[config.mk]
export PLATFORM = sky130hd
export DESIGN_NAME = pn_token_pipeline
export DESIGN_NICKNAME = d
export VERILOG_FILES = /design/src/rtl/pn_pkg.sv /design/src/rtl/pn_place.sv /design/src/rtl/pn_token_pipeline.sv
export SDC_FILE = /design/constraint.sdc
export NUM_CORES = 1
export LEC_CHECK = 0
export ABC_AREA = 1
export BUFFER_PORTS_ARGS = -buffer_cell sky130_fd_sc_hd__buf_2
export CORE_MARGIN = 2
export CORE_UTILIZATION = 50
export CTS_BUF_LIST = sky130_fd_sc_hd__clkbuf_8
export DETAILED_ROUTE_END_ITERATION = 8
export PLACE_DENSITY = 0.86
export SYNTH_ARGS = -nofsm -noshare
export SYNTH_HDL_FRONTEND = slang
export SYNTH_SLANG_ARGS = --single-unit
export TNS_END_PERCENT = 30
[constraint.sdc]
create_clock -name clk -period 3.4 [get_ports clk]
set_clock_uncertainty 0.1 [all_clocks]
set_input_delay 0.51 -clock clk [delete_from_list [all_inputs] [get_ports clk]]
set_output_delay 0.51 -clock clk [all_outputs]
set_load 0.01 [all_outputs]
[src/rtl/pn_pkg.sv]
// Shared helpers for the Petri-net token pipeline: width functions,
// the per-place update encoding and a default place-count type.
package pn_pkg;

  // Ceiling log2 usable in constant expressions; pn_clog2(1) == 0.
  function automatic int pn_clog2(input int value);
    int result;
    result = 0;
    while ((1 << result) < value) result++;
    return result;
  endfunction

  // Width of one place counter holding 0..cap tokens.
  function automatic int pn_cnt_w(input int cap);
    return pn_clog2(cap + 1);
  endfunction

  // Width of the pipeline-wide token total, 0..depth*cap tokens.
  function automatic int pn_total_w(input int depth, input int cap);
    return pn_clog2(depth * cap + 1);
  endfunction

  // Place counter type for the default single-token (safe) configuration.
  localparam int PN_DEFAULT_CAP = 1;
  localparam int PN_PLACE_W     = pn_cnt_w(PN_DEFAULT_CAP);
  typedef logic [PN_PLACE_W-1:0] place_cnt_t;

  // What a place does to its marking on the next clock edge.
  //   PLACE_HOLD : no change (nothing in/out, or one in and one out)
  //   PLACE_INC  : one token arrives, none leaves, room available
  //   PLACE_DEC  : one token leaves, none arrives
  //   PLACE_SAT  : one token arrives at a full place and is lost
  typedef enum logic [1:0] {
    PLACE_HOLD = 2'b00,
    PLACE_INC  = 2'b01,
    PLACE_DEC  = 2'b10,
    PLACE_SAT  = 2'b11
  } place_op_e;

endpackage

[src/rtl/pn_place.sv]
// One CAP-bounded Petri-net place. add/sub are the firings of the input and
// output transitions; the place never goes below zero because the output
// transition is only enabled while the place is nonempty.
module pn_place
  import pn_pkg::*;
#(
  parameter int CAP = 1,
  parameter int CW  = pn_cnt_w(CAP)
) (
  input  logic          clk,
  input  logic          rst,
  input  logic          add,
  input  logic          sub,
  output logic [CW-1:0] m,
  output logic          nonempty,
  output logic          has_room,
  output logic          sat_evt
);

  localparam logic [CW-1:0] FULL = CW'(CAP);

  place_op_e op;

  // Classify this cycle's firings into a single marking update.
  always_comb begin
    // NOTE: op gets its default first so every path assigns it and no latch is inferred.
    op = PLACE_HOLD;
    if (add && !sub) begin
      op = (m == FULL) ? PLACE_SAT : PLACE_INC;
    end else if (sub && !add) begin
      op = PLACE_DEC;
    end
  end

  assign nonempty = (m != '0);
  assign has_room = (m < FULL);
  assign sat_evt  = (op == PLACE_SAT);

  // Marking register; a saturating arrival leaves the count at CAP.
  always_ff @(posedge clk or posedge rst) begin
    // NOTE: the marking is cleared asynchronously, so a mid-stream reset drops in-flight tokens at once.
    if (rst) begin
      m <= '0;
    end else begin
      // NOTE: non-blocking updates make every place see the same pre-edge marking.
      case (op)
        PLACE_INC: m <= m + CW'(1);
        PLACE_DEC: m <= m - CW'(1);
        default:   m <= m;
      endcase
    end
  end

endmodule

[src/rtl/pn_token_pipeline.sv]
// Petri-net token pipeline: an N_IN-way join transition t0 feeds a linear
// chain of DEPTH counting places; the last place is drained by out_take.
// All transition enables come from the registered marking only, so tokens
// advance at most one place per cycle and there is no combinational credit
// path along the chain.
module pn_token_pipeline
  import pn_pkg::*;
#(
  parameter int N_IN      = 2,
  parameter int DEPTH     = 10,
  parameter int CAP       = 1,
  parameter int SAFE_MODE = 1,
  localparam int TCW      = pn_total_w(DEPTH, CAP)
) (
  input  logic            clk,
  input  logic            rst,
  input  logic [N_IN-1:0] in_valid,
  output logic [N_IN-1:0] in_ready,
  input  logic            out_take,
  output logic            out_valid,
  output logic [DEPTH-1:0] marked,
  output logic [TCW-1:0]  token_count,
  output logic            overflow
);

  localparam int CW            = pn_cnt_w(CAP);
  // Blocking rule: a transition also needs room in its postset place.
  localparam bit BLOCKING_RULE = (SAFE_MODE != 0);

  // fire[k] is transition t_k; fire[DEPTH] is the output transition tout.
  logic [DEPTH:0]   fire;
  logic [DEPTH-1:0] nonempty;
  logic [DEPTH-1:0] has_room;
  logic [DEPTH-1:0] sat_evt;
  logic [CW-1:0]    place_m [DEPTH];
  logic [TCW-1:0]   lost_cnt;
  logic [TCW-1:0]   token_count_nxt;

  // Place k is filled by t_k and emptied by t_{k+1}.
  for (genvar k = 0; k < DEPTH; k++) begin : g_place
    pn_place #(
      .CAP (CAP),
      .CW  (CW)
    ) u_place (
      .clk      (clk),
      .rst      (rst),
      .add      (fire[k]),
      .sub      (fire[k+1]),
      .m        (place_m[k]),
      .nonempty (nonempty[k]),
      .has_room (has_room[k]),
      .sat_evt  (sat_evt[k])
    );
  end

  // Transition enables; every enabled transition fires in the same cycle.
  always_comb begin
    fire    = '0;
    // The join fires only when every channel offers a token.
    fire[0] = (&in_valid) && (has_room[0] || !BLOCKING_RULE);
    for (int k = 1; k < DEPTH; k++) begin
      fire[k] = nonempty[k-1] && (has_room[k] || !BLOCKING_RULE);
    end
    // A take against an empty output place is simply ignored.
    fire[DEPTH] = out_take && nonempty[DEPTH-1];
  end

  // All channels are consumed together, or none of them.
  assign in_ready = {N_IN{fire[0]}};

  // Marking view derived from the place counters.
  always_comb begin
    marked = '0;
    for (int k = 0; k < DEPTH; k++) begin
      marked[k] = (place_m[k] != '0);
    end
  end

  assign out_valid = marked[DEPTH-1];

  // Tokens destroyed this cycle by arrivals at full places.
  always_comb begin
    lost_cnt = '0;
    for (int k = 0; k < DEPTH; k++) begin
      lost_cnt = lost_cnt + TCW'(sat_evt[k]);
    end
  end

  assign token_count_nxt = token_count + TCW'(fire[0]) - TCW'(fire[DEPTH]) - lost_cnt;

  // Running token total and the sticky overflow flag.
  always_ff @(posedge clk or posedge rst) begin
    if (rst) begin
      token_count <= '0;
      overflow    <= 1'b0;
    end else begin
      token_count <= token_count_nxt;
      // Saturation cannot happen under the blocking rule; the flag stays 0 there.
      if (!BLOCKING_RULE && (|sat_evt)) begin
        overflow <= 1'b1;
      end
    end
  end

endmodule

# Word-level counts from Yosys, hierarchy flattened
# Index checks and enable logic that the tools add are counted.
# op_classes
addsub	32
multipliers	0
div	0
n_lt_le_gt_ge	10
n_eq_ne	30
shift	0
n_mux	40
n_bitwise	0
reduce_logical	53
# op_table
operator	count
2-bit two-way mux	30
2-bit == test, second input constant	20
4-bit by 1-bit adder with 4-bit output	9
1-bit logical AND	31
2-bit by 1-bit == test with 1-bit output, second input constant	10
1-bit one-hot mux with 2 select lines	10
2-bit nonzero test	10
1-bit zero test	11
1-bit adder, second input constant	10
1-bit < comparator, second input constant	10
1-bit subtractor, second input constant	10
4-bit by 1-bit subtractor with 4-bit output	1
4-bit subtractor	1
1-bit by 1-bit adder with 2-bit output	1
2-bit AND reduction	1
# word_totals
regBits	14
latchBits	0
mem_bits_rw	0
rom_bits	0
input_bits	5
out_inout_bits	18
elab_cells	176
mem_count	0

# Longest topological paths before layout
# Gate-level depths: netlist of the first run.
# logic_depth
ltp_word	17
ltp_mapped	18
depth_no_buf	18

# Cells and area by module
# From an unflattened synthesis of the first run, not the netlist that was laid out.
# hier_totals
hier_cells	220
hier_area_um2	1426.4
# modules_own_cells
module	instances	cells_each	area_per_inst_um2	seq_area_each_um2
pn_place	10	12	72.6	25.0
pn_token_pipeline	1	100	700.7	100.1

# Worst setup path after synthesis of the first run
# No wires, ideal clock.
# synth_timing
path_kind	input to register
from	input port in_valid[0]
to	register token_count[3]
setup_ns	0.116
arrival_time_ns	2.923
required_ns	3.184
slack_ns	0.261
cell_stages	17
n_path_buf	0
path_cell_list	nand2_1 -> nor2_1 -> ha_1 -> ha_1 -> inv_1 -> fa_1 -> ha_1 -> fa_1 -> inv_1 -> fa_1 -> inv_1 -> ha_1 -> nand2_1 -> nand2_1 -> nand2_1 -> nand3_1 -> nand2_1
# synth_via
elab_chain_len	17
word_cells_on_any_way	20
cone_classes	12 x add/sub; 1 x eq/ne; 2 x mux; 5 x reduce/logical
# synth_rtl
element	line	rtl
from (decl)	pn_token_pipeline.sv:17	input logic [N_IN-1:0] in_valid,
2-bit AND reduction *	pn_token_pipeline.sv:60	fire[0] = (&in_valid) && (has_room[0] || !BLOCKING_RULE);
1-bit logical AND *	pn_token_pipeline.sv:60	
1-bit zero test	pn_place.sv:30	end else if (sub && !add) begin
1-bit logical AND	pn_place.sv:30	
2-bit two-way mux	pn_place.sv:30	
2-bit two-way mux	pn_place.sv:28	if (add && !sub) begin
2-bit == test	pn_place.sv:37	assign sat_evt = (op == PLACE_SAT);
1-bit by 1-bit adder with 2-bit output	pn_token_pipeline.sv:85	lost_cnt = lost_cnt + TCW'(sat_evt[k]);
4-bit by 1-bit adder with 4-bit output (8 in series)	pn_token_pipeline.sv:85	
4-bit subtractor *	pn_token_pipeline.sv:89	assign token_count_nxt = token_count + TCW'(fire[0]) - TCW'(fire[DEPTH]) - lost_cnt;
net token_count_nxt[3]	pn_token_pipeline.sv:37	logic [TCW-1:0] token_count_nxt;
to (signal assigned)	pn_token_pipeline.sv:97	token_count <= token_count_nxt;
to (decl)	pn_token_pipeline.sv:22	output logic [TCW-1:0] token_count,
# The timed path passes the listed nets; every way through them passes the cells marked *.
# A chain may end at the register's enable or synchronous reset.

# Final worst setup path of the first run
# layout_timing
from	register g_place[0].u_place.m
to	register token_count[3]
# layout_via
elab_chain_len	17
word_cells_on_any_way	28
cone_classes	12 x add/sub; 1 x order compare; 2 x eq/ne; 5 x mux; 8 x reduce/logical
# layout_rtl
element	line	rtl
from (decl)	pn_place.sv:14	output logic [CW-1:0] m,
from (signal assigned)	pn_place.sv:47	PLACE_INC: m <= m + CW'(1);
from (signal assigned)	pn_place.sv:48	PLACE_DEC: m <= m - CW'(1);
from (signal assigned)	pn_place.sv:49	default: m <= m;
1-bit < comparator	pn_place.sv:36	assign has_room = (m < FULL);
1-bit logical AND	pn_token_pipeline.sv:60	
1-bit zero test	pn_place.sv:30	
1-bit logical AND	pn_place.sv:30	
2-bit two-way mux	pn_place.sv:30	
2-bit two-way mux	pn_place.sv:28	
2-bit == test	pn_place.sv:37	
1-bit by 1-bit adder with 2-bit output	pn_token_pipeline.sv:85	
4-bit by 1-bit adder with 4-bit output (8 in series)	pn_token_pipeline.sv:85	
4-bit subtractor *	pn_token_pipeline.sv:89	
net token_count_nxt[3]	pn_token_pipeline.sv:37	
# Marked as above.

==> reports/results.txt, run 1 <==
The final clock period utilization by the worst path was 92.19%. The count of maximum capacitance violations was 0. The startpoint identified for the worst register-to-register timing path is g_place[0].u_place.m. Data on the critical path is required at its endpoint by 3.48 ns. The critical path starts at g_place[0].u_place.m. The residual overflow from global routing was 0. The sum of routed wire length over all layers is 1516 microns, and the worst-case vdd ir drop is 0.5298 mV.

The count of buffers inserted at the top-level ports came out at 21. The wire length per cell after detailed routing is 9.475 microns, and the starting density of the core is 52.81%. The worst setup path category is reg2reg. The number of different library cells used by synthesis comes to 14. Sequential elements use 33.82% of the synthesized area. The largest individual stage delay along the critical path comes from the cell dfrtp_2. The all-layer global routing usage is 14.80%, and the clock transition at the registers of the reported paths is 0.06 ns.

The logs give 1297 microns for the post-DP HPWL and 1 for the total of warnings raised by yosys. For this run, the top clock speed supported by timing is 319.0 MHz. For the pin with the worst max-slew slack, the measured transition is 0.5298 ns.

For the detailed-route DRC error count, the log shows 0. The run finished with clean final reports. The tools report the final weighted congestion of routability-driven global placement as 0.7946. The run gives 0 as the total count of max-transition violations in the final report. Summing internal, switching and leakage power gives 1164 uW. The total number of H-tree levels was 1. The initial antenna violation count is 0, and the flip-flop and latch count after synthesis is 14. At the worst endpoint, the arrival time is 3.22 ns. The largest incremental delay on the critical path works out to 0.43 ns.

The hold violation count in the final report is 0. Of all nets on the critical path, the largest fanout is 5. Each instance of the synthesized netlist takes up on average 9.088 sq um. Once detail routing completed, the nets flagged for antenna violations numbered 0.

At the end of the flow, the number of nets in the layout was 159. The nature of the critical path startpoint was a flip-flop. The top cell types in the final layout, fill and taps aside, are inv_1 (22), nand2_1 (21), buf_2 (21), dfrtp_1 (13), conb_1 (10). The cell count after synthesis came out at 114. Measured along the x axis, the die boundary spans 49.52 microns. The tools report the area of the mapped netlist as 1036 sq um. Clock latency on the worst-skew pair, taken at its later pin, is 0.24 ns.

The signal on the critical path passes through nor2_1 > ha_2 > ha_1 > inv_1 > fa_2 > ha_1 > fa_2 > inv_2 > fa_1 > inv_1 > ha_2 > inv_1 > nand2_1 > nand2_1 > nand2_1 > nand3_1 > nand2_1. For this design, the CTS-stage hold fixing added 0 buffers. The run gives 160 as the number of standard cells in the layout, taps in and fillers out. The tools report the DRC violation total after the first TritonRoute iteration as 6. The clock period could shrink to 3.135 ns. The type of destination of the critical path was a flip-flop. The tools report the number of global-route vias before repair as 717.

The repair_antennas step left the layout with diodes totalling 0. Summing over every cut layer, the via total after detailed routing is 690. The logs give 157 for the number of placed instances with taps included and 0.00001332 ns for the pre-CTS worst setup slack. The most numerous cell type found on the critical path is nand2_1.

The cell leakage power was 0.0006640 uW. The post-route netlist has 24.06% of its cells at a drive strength greater than 1. Leading cell type in the layout, fill and taps excluded: inv_1. The worst hold slack came out at 0.2012 ns.

The die height is 49.52 microns, and the number of buffers and inverters on the critical path is 4. Type of the tightest min-delay check: in2async. The logs give 1962 sq um for the placeable core region and 0.2654 ns for the least setup slack across all paths after layout. The first global-routing pass estimated 2822 microns of wire. Row generation in the floorplan step produced 16 rows. Headroom to the max-slew limit: 64.64%.

The floorplan step defined a die boundary enclosing 2452 sq um. Setup violations remaining at the end of the flow were counted as 0. Entering global routing, the biggest net connects 15 pins.

Compared with the post-synthesis result, the final layout area differs by 12.20%. The average via count per standard cell works out to 4.313. The tree is rooted in a clkbuf_8. The kind of cell adding the most delay to the critical path is adder cells. In this run, CTS created clock tree buffers numbering 3. The maximum root-to-sink buffer count was 2; the number of iterations in the first detailed-routing pass was 4. In the final timing run, aggregate negative setup slack is 0 ns.

The total power per unit cell area came out at 1002 nW/um^2. Counting every sink on the clock net gives 14. Setup repair after global routing left no endpoint under its margin. TritonCTS built the clock tree.

In this run the count of I/O pins placed on the die edge is 23.
[flip-flops by register name, indices dropped and copies added (netlist names)]
signal             count
g_place.u_place.m     10
token_count            4
[logic make-up after synthesis]
logic type                 count (synthesis)  share of synthesized area (%)
adders and majority gates                 19                          28.74
buffers and inverters                     37                          18.12
DFF                                       14                          33.82
other                                      2                         0.7249
xor gates and xnor gates                   3                          2.537
and+or+nand+nor                           31                          11.47
AOI/OAI and AO/OA                          8                          4.589
[area by class of cell]
type,count,area (sq um)
flip-flops and latches,14,351.6
clock buffers,3,41.29
well taps,27,33.78
fillers,187,799.5
multi-input cells,71,540.5
inverters,24,90.09
repair buffers,21,105.1
[where the power goes]
group	switching (uW)	internal (uW)
Sequential	77.4	266
Combinational	386	303
Clock	53.4	78.1
Total	517	647
[Yosys cell counts]
cell type  count  area, sq um
a21oi_1        3        15.01
buf_4         13        97.59
o21bai_1       3        22.52
nor2_1         8        30.03
nand3_1        2        10.01
conb_1         2        7.510
dfrtp_1       14        350.3
o21ai_0        2        10.01
inv_1         24        90.09
xnor2_1        1        8.760
ha_1          11        137.6
nand2_1       21        78.83
fa_1           8        160.2
xor2_1         2        17.52
[layer usage]
layer	share of wire, %	up-vias	track usage [%]
li1	-	355	-
met1	43	317	17.30
met2	52	18	27.33
met3	4.5	0	3.636
met4	0	0	2.778
met5	0	-	0
[metrics by stage]
| stage | area, sq um | util, % |
|---|---|---|
| after floorplan | 1066 | - |
| after global placement | 1107 | 56.44 |
| after detailed placement | 1107 | 56.44 |
| after CTS | 1149 | 58.55 |
| after global routing | 1162 | 59.25 |
| final | 1162 | 59.25 |
[final timing paths]
check / to / depth (start not counted) / slack (ns)
min in group clk: g_place[0].u_place.m / 1 / 0.41
min reg2reg: g_place[0].u_place.m / 1 / 0.41
max in group asynchronous: g_place[0].u_place.m / 2 / 2.62
max: token_count[3] / 17 / 0.27
max reg2reg: token_count[3] / 17 / 0.27
min: token_count[0] / 2 / 0.20
[worst reg2reg max path: cells and delay by family (launching register included)]
family	cells	cell delay [ns]
buffers and inverters	4	0.23
flip-flops	1	0.43
AND/OR/NAND/NOR	6	0.44
adder cells (fa/ha/maj)	7	1.86
[timing repair]
item	4_1_cts	5_1_grt
setup endpoints to repair	0	1
resized for setup	0	8
buffers inserted	0	0
endpoints found under the hold margin	0	0
No activity file was read; power rests on OpenSTA's default activity.
==> inputs of run 2 (changes only) <==
Clock period 3.4 ns to 4 ns, I/O delays scaled along.
==> reports/results.txt, run 2 (same netlist as run 1, synthesis figures left out) <==
For the number of CTS-inserted buffers, the log shows 3 (unchanged). For the pre-CTS worst setup slack, the log shows 0.4664 ns (+0.4664 ns). Number of sinks driven by the clock tree: 14 (unchanged). The number of nets in the finished design came out at 159 (unchanged). The clock transition at the registers of the reported paths works out to 0.06 ns (about the same).

The register with the most flip-flops in the final layout is g_place.u_place.m. The tools report the arrival time at the worst endpoint as 3.31 ns (+0.09 ns). The initial antenna violation count was 0 (unchanged). The top fanout value on the critical path was 3 (-2); the largest incremental delay on the critical path was 0.41 ns (-0.02 ns).

The wire length per cell after detailed routing came out at 9.700 microns (+2.4%). The x dimension of the die was 49.52 microns (unchanged). The number of global-route vias before repair came out at 685 (-4.5%).

The tools report the residual overflow from global routing as 0 (unchanged). The number of buffers and inverters on the critical path came out at 4 (unchanged). Setup repair after global routing left no endpoint under its margin.

Final weighted congestion of routability-driven global placement: 0.7735 (-2.7%). The tightest min-delay check is of the in2async type. The final clock period utilization by the worst path was 81.71%. The actual slew at the worst max-slew pin is 0.5504 ns (+0.02063 ns).

The tools report the least setup slack across all paths after layout as 0.7317 ns (+0.4662 ns). The tools report the area enclosed by the die boundary as 2452 sq um (unchanged). Broken down by cell family, the worst path's largest delay share belongs to adder cells. Sum of negative setup slack: 0 ns (unchanged). The cell leakage power is 0.0006735 uW (+1.4%). TritonCTS built the clock tree. The tools report the critical path data required time as 4.04 ns (+0.56 ns). The library cell used most frequently in the layout, excluding fill and tap cells, is inv_1. The final critical delay including setup and external delays is 3.268 ns. The nature of the critical path startpoint was a primary input. The number of gates resized after CTS was 0 (unchanged); the total number of H-tree levels was 1 (unchanged). The worst hold slack is 0.2946 ns (+0.09337 ns), and the flip-flop count of the largest register after layout is 10 (unchanged). Total power per unit cell area: 845.8 nW/um^2 (-16%). The average via count per standard cell works out to 4.369 (+1.3%).

The tools report the post-DP HPWL as 1301 microns (+0.32%). Diode insertion count for antenna repair: 0 (unchanged). The signal on the critical path passes through buf_2 > nand2_1 > nor2_1 > ha_1 > ha_1 > inv_1 > fa_1 > ha_1 > fa_1 > inv_1 > fa_1 > inv_1 > ha_1 > nand2_1 > nand2_1 > nand2_1 > nand3_1 > nand2_1.

Clock root buffer: clkbuf_8. The number of iterations in the first detailed-routing pass came out at 4 (unchanged). The tools report the post-cts hold buffer count as 0 (unchanged).

The placement-stage cell area is 1107 sq um (unchanged), and the detailed-route DRC error count is 0 (unchanged). The run gives 23 (unchanged) as the I/O pin count. Leaving out fill and tap cells, the most frequent cells in the layout are inv_1 (24), nand2_1 (21), buf_2 (21), dfrtp_1 (14), ha_1 (11).

The most numerous cell type found on the critical path is nand2_1. The worst setup path category was in2reg. Total length of routed met3 wires: 76 microns (+12%). The sum of routed wire length over all layers was 1552 microns (+2.4%).

The placeable core region is 1962 sq um (unchanged), and the worst-case vdd ir drop is 0.4006 mV (-24%). For the vias after detailed routing, the log shows 699 (+1.3%). The logs give 63.27% (-1.4 points) for the headroom to the max-slew limit and 0 (unchanged) for the count of maximum capacitance violations. The largest registers in the layout are g_place.u_place.m (10), token_count (4). The type of destination of the critical path is a flip-flop. The run gives 52.81% (unchanged) as the starting density of the core.

The count of buffers inserted at the top-level ports works out to 21 (unchanged). The maximum clock frequency is 306.0 MHz, and the amount of wire on met2 after detailed routing is 806 microns (+1.6%). For the all-layer global routing usage, the log shows 14.21% (-0.58 points). The number of setup buffers added after CTS is 0 (unchanged), and the share of cells above drive strength 1 is 18.05% (-6.0 points).

The logs give 58.55% (-0.70 points) for the post-layout utilization of the core and 0 (unchanged) for the number of antenna-violating nets in the routed design. The DRC violation total after the first TritonRoute iteration is 11 (+5), and the post-synthesis to final-layout area growth is 10.87%. The met1 wire length was 670 microns (+2.3%).

In this run the top signal layer used is met3. On the critical path, the stage with the largest delay is an instance of fa_1. Die height: 49.52 microns (unchanged).

The tools report the final non-filler cell area as 1149 sq um (-1.2%). The maximum root-to-sink buffer count is 2 (unchanged), and the clock network latency to the later pin of the worst-skew pair is 0.24 ns (about the same). The run gives 16 (unchanged) as the number of cell rows. The run gives 0 (unchanged) as the total setup violations reported at the end of the flow. The flow ran to the end, and the final reports show no timing, DRC or antenna violations. For the wire length of the first global-routing pass, the log shows 2642 microns (-6.4%). The pin count of the biggest net entering global routing is 15 (unchanged). The total count of max-transition violations in the final report came out at 0 (unchanged). The run gives 0 (unchanged) as the hold violation count in the final report.
-- run 2: cell count changes in the layout (fill, tap and decap cells not counted) --
| cell | previous run | this run |
|---|---|---|
| dfrtp_1 | 13 | 14 |
| dfrtp_2 | 1 | 0 |
| fa_1 | 6 | 8 |
| fa_2 | 2 | 0 |
| ha_1 | 9 | 11 |
| ha_2 | 2 | 0 |
| inv_1 | 22 | 24 |
| inv_2 | 2 | 0 |
| nor2_1 | 7 | 8 |
| nor2_2 | 1 | 0 |
-- run 2: stage by stage --
| stage | cells | total power [uW] |
|---|---|---|
| after global routing | 160 | 1086 |
| final | 160 | 971.4 |
| after global placement | 157 | 812.6 |
| after floorplan | 122 | 761.8 |
| after CTS | 160 | 975.9 |
| after detailed placement | 157 | 857.6 |
-- run 2: worst reg2reg max path, delay by kind of cell (launching register included) --
kind / cells / cell delay [ns]
adder cells (fa/ha/maj): 7 / 1.94
AND/OR/NAND/NOR: 6 / 0.44
flip-flops: 1 / 0.41
buffers and inverters: 4 / 0.28
-- run 2: area by class of cell --
cell class	count	area, sq um
tap	27	33.78
timing repair buffer	21	105.1
fill	185	813.3
inverter	24	90.09
clock buffer	3	41.29
sequential	14	350.3
multi-input combinational	71	528.0
-- run 2: final timing paths --
check,start,endpoint,slack (ns),cells after the start
min in group clk,g_place[7].u_place.m,g_place[7].u_place.m,0.41,1
min,rst,token_count[2],0.29,2
max reg2reg,g_place[0].u_place.m,token_count[3],0.73,17
max,in_valid[0],token_count[3],0.73,18
max in group asynchronous,rst,g_place[0].u_place.m,3.14,2
min reg2reg,g_place[7].u_place.m,g_place[7].u_place.m,0.41,1
-- run 2: metal layers --
metal / global-route usage [%] / vias up
li1: - / 354
met1: 15.51 / 324
met2: 25.78 / 21
met3: 3.636 / 0
met5: 0 / -
met4: 6.019 / 0
-- run 2: report_power, final --
group	switching, uW	internal (uW)
clock	47.8	66.6
sequential	61.3	225
combinational	324	247
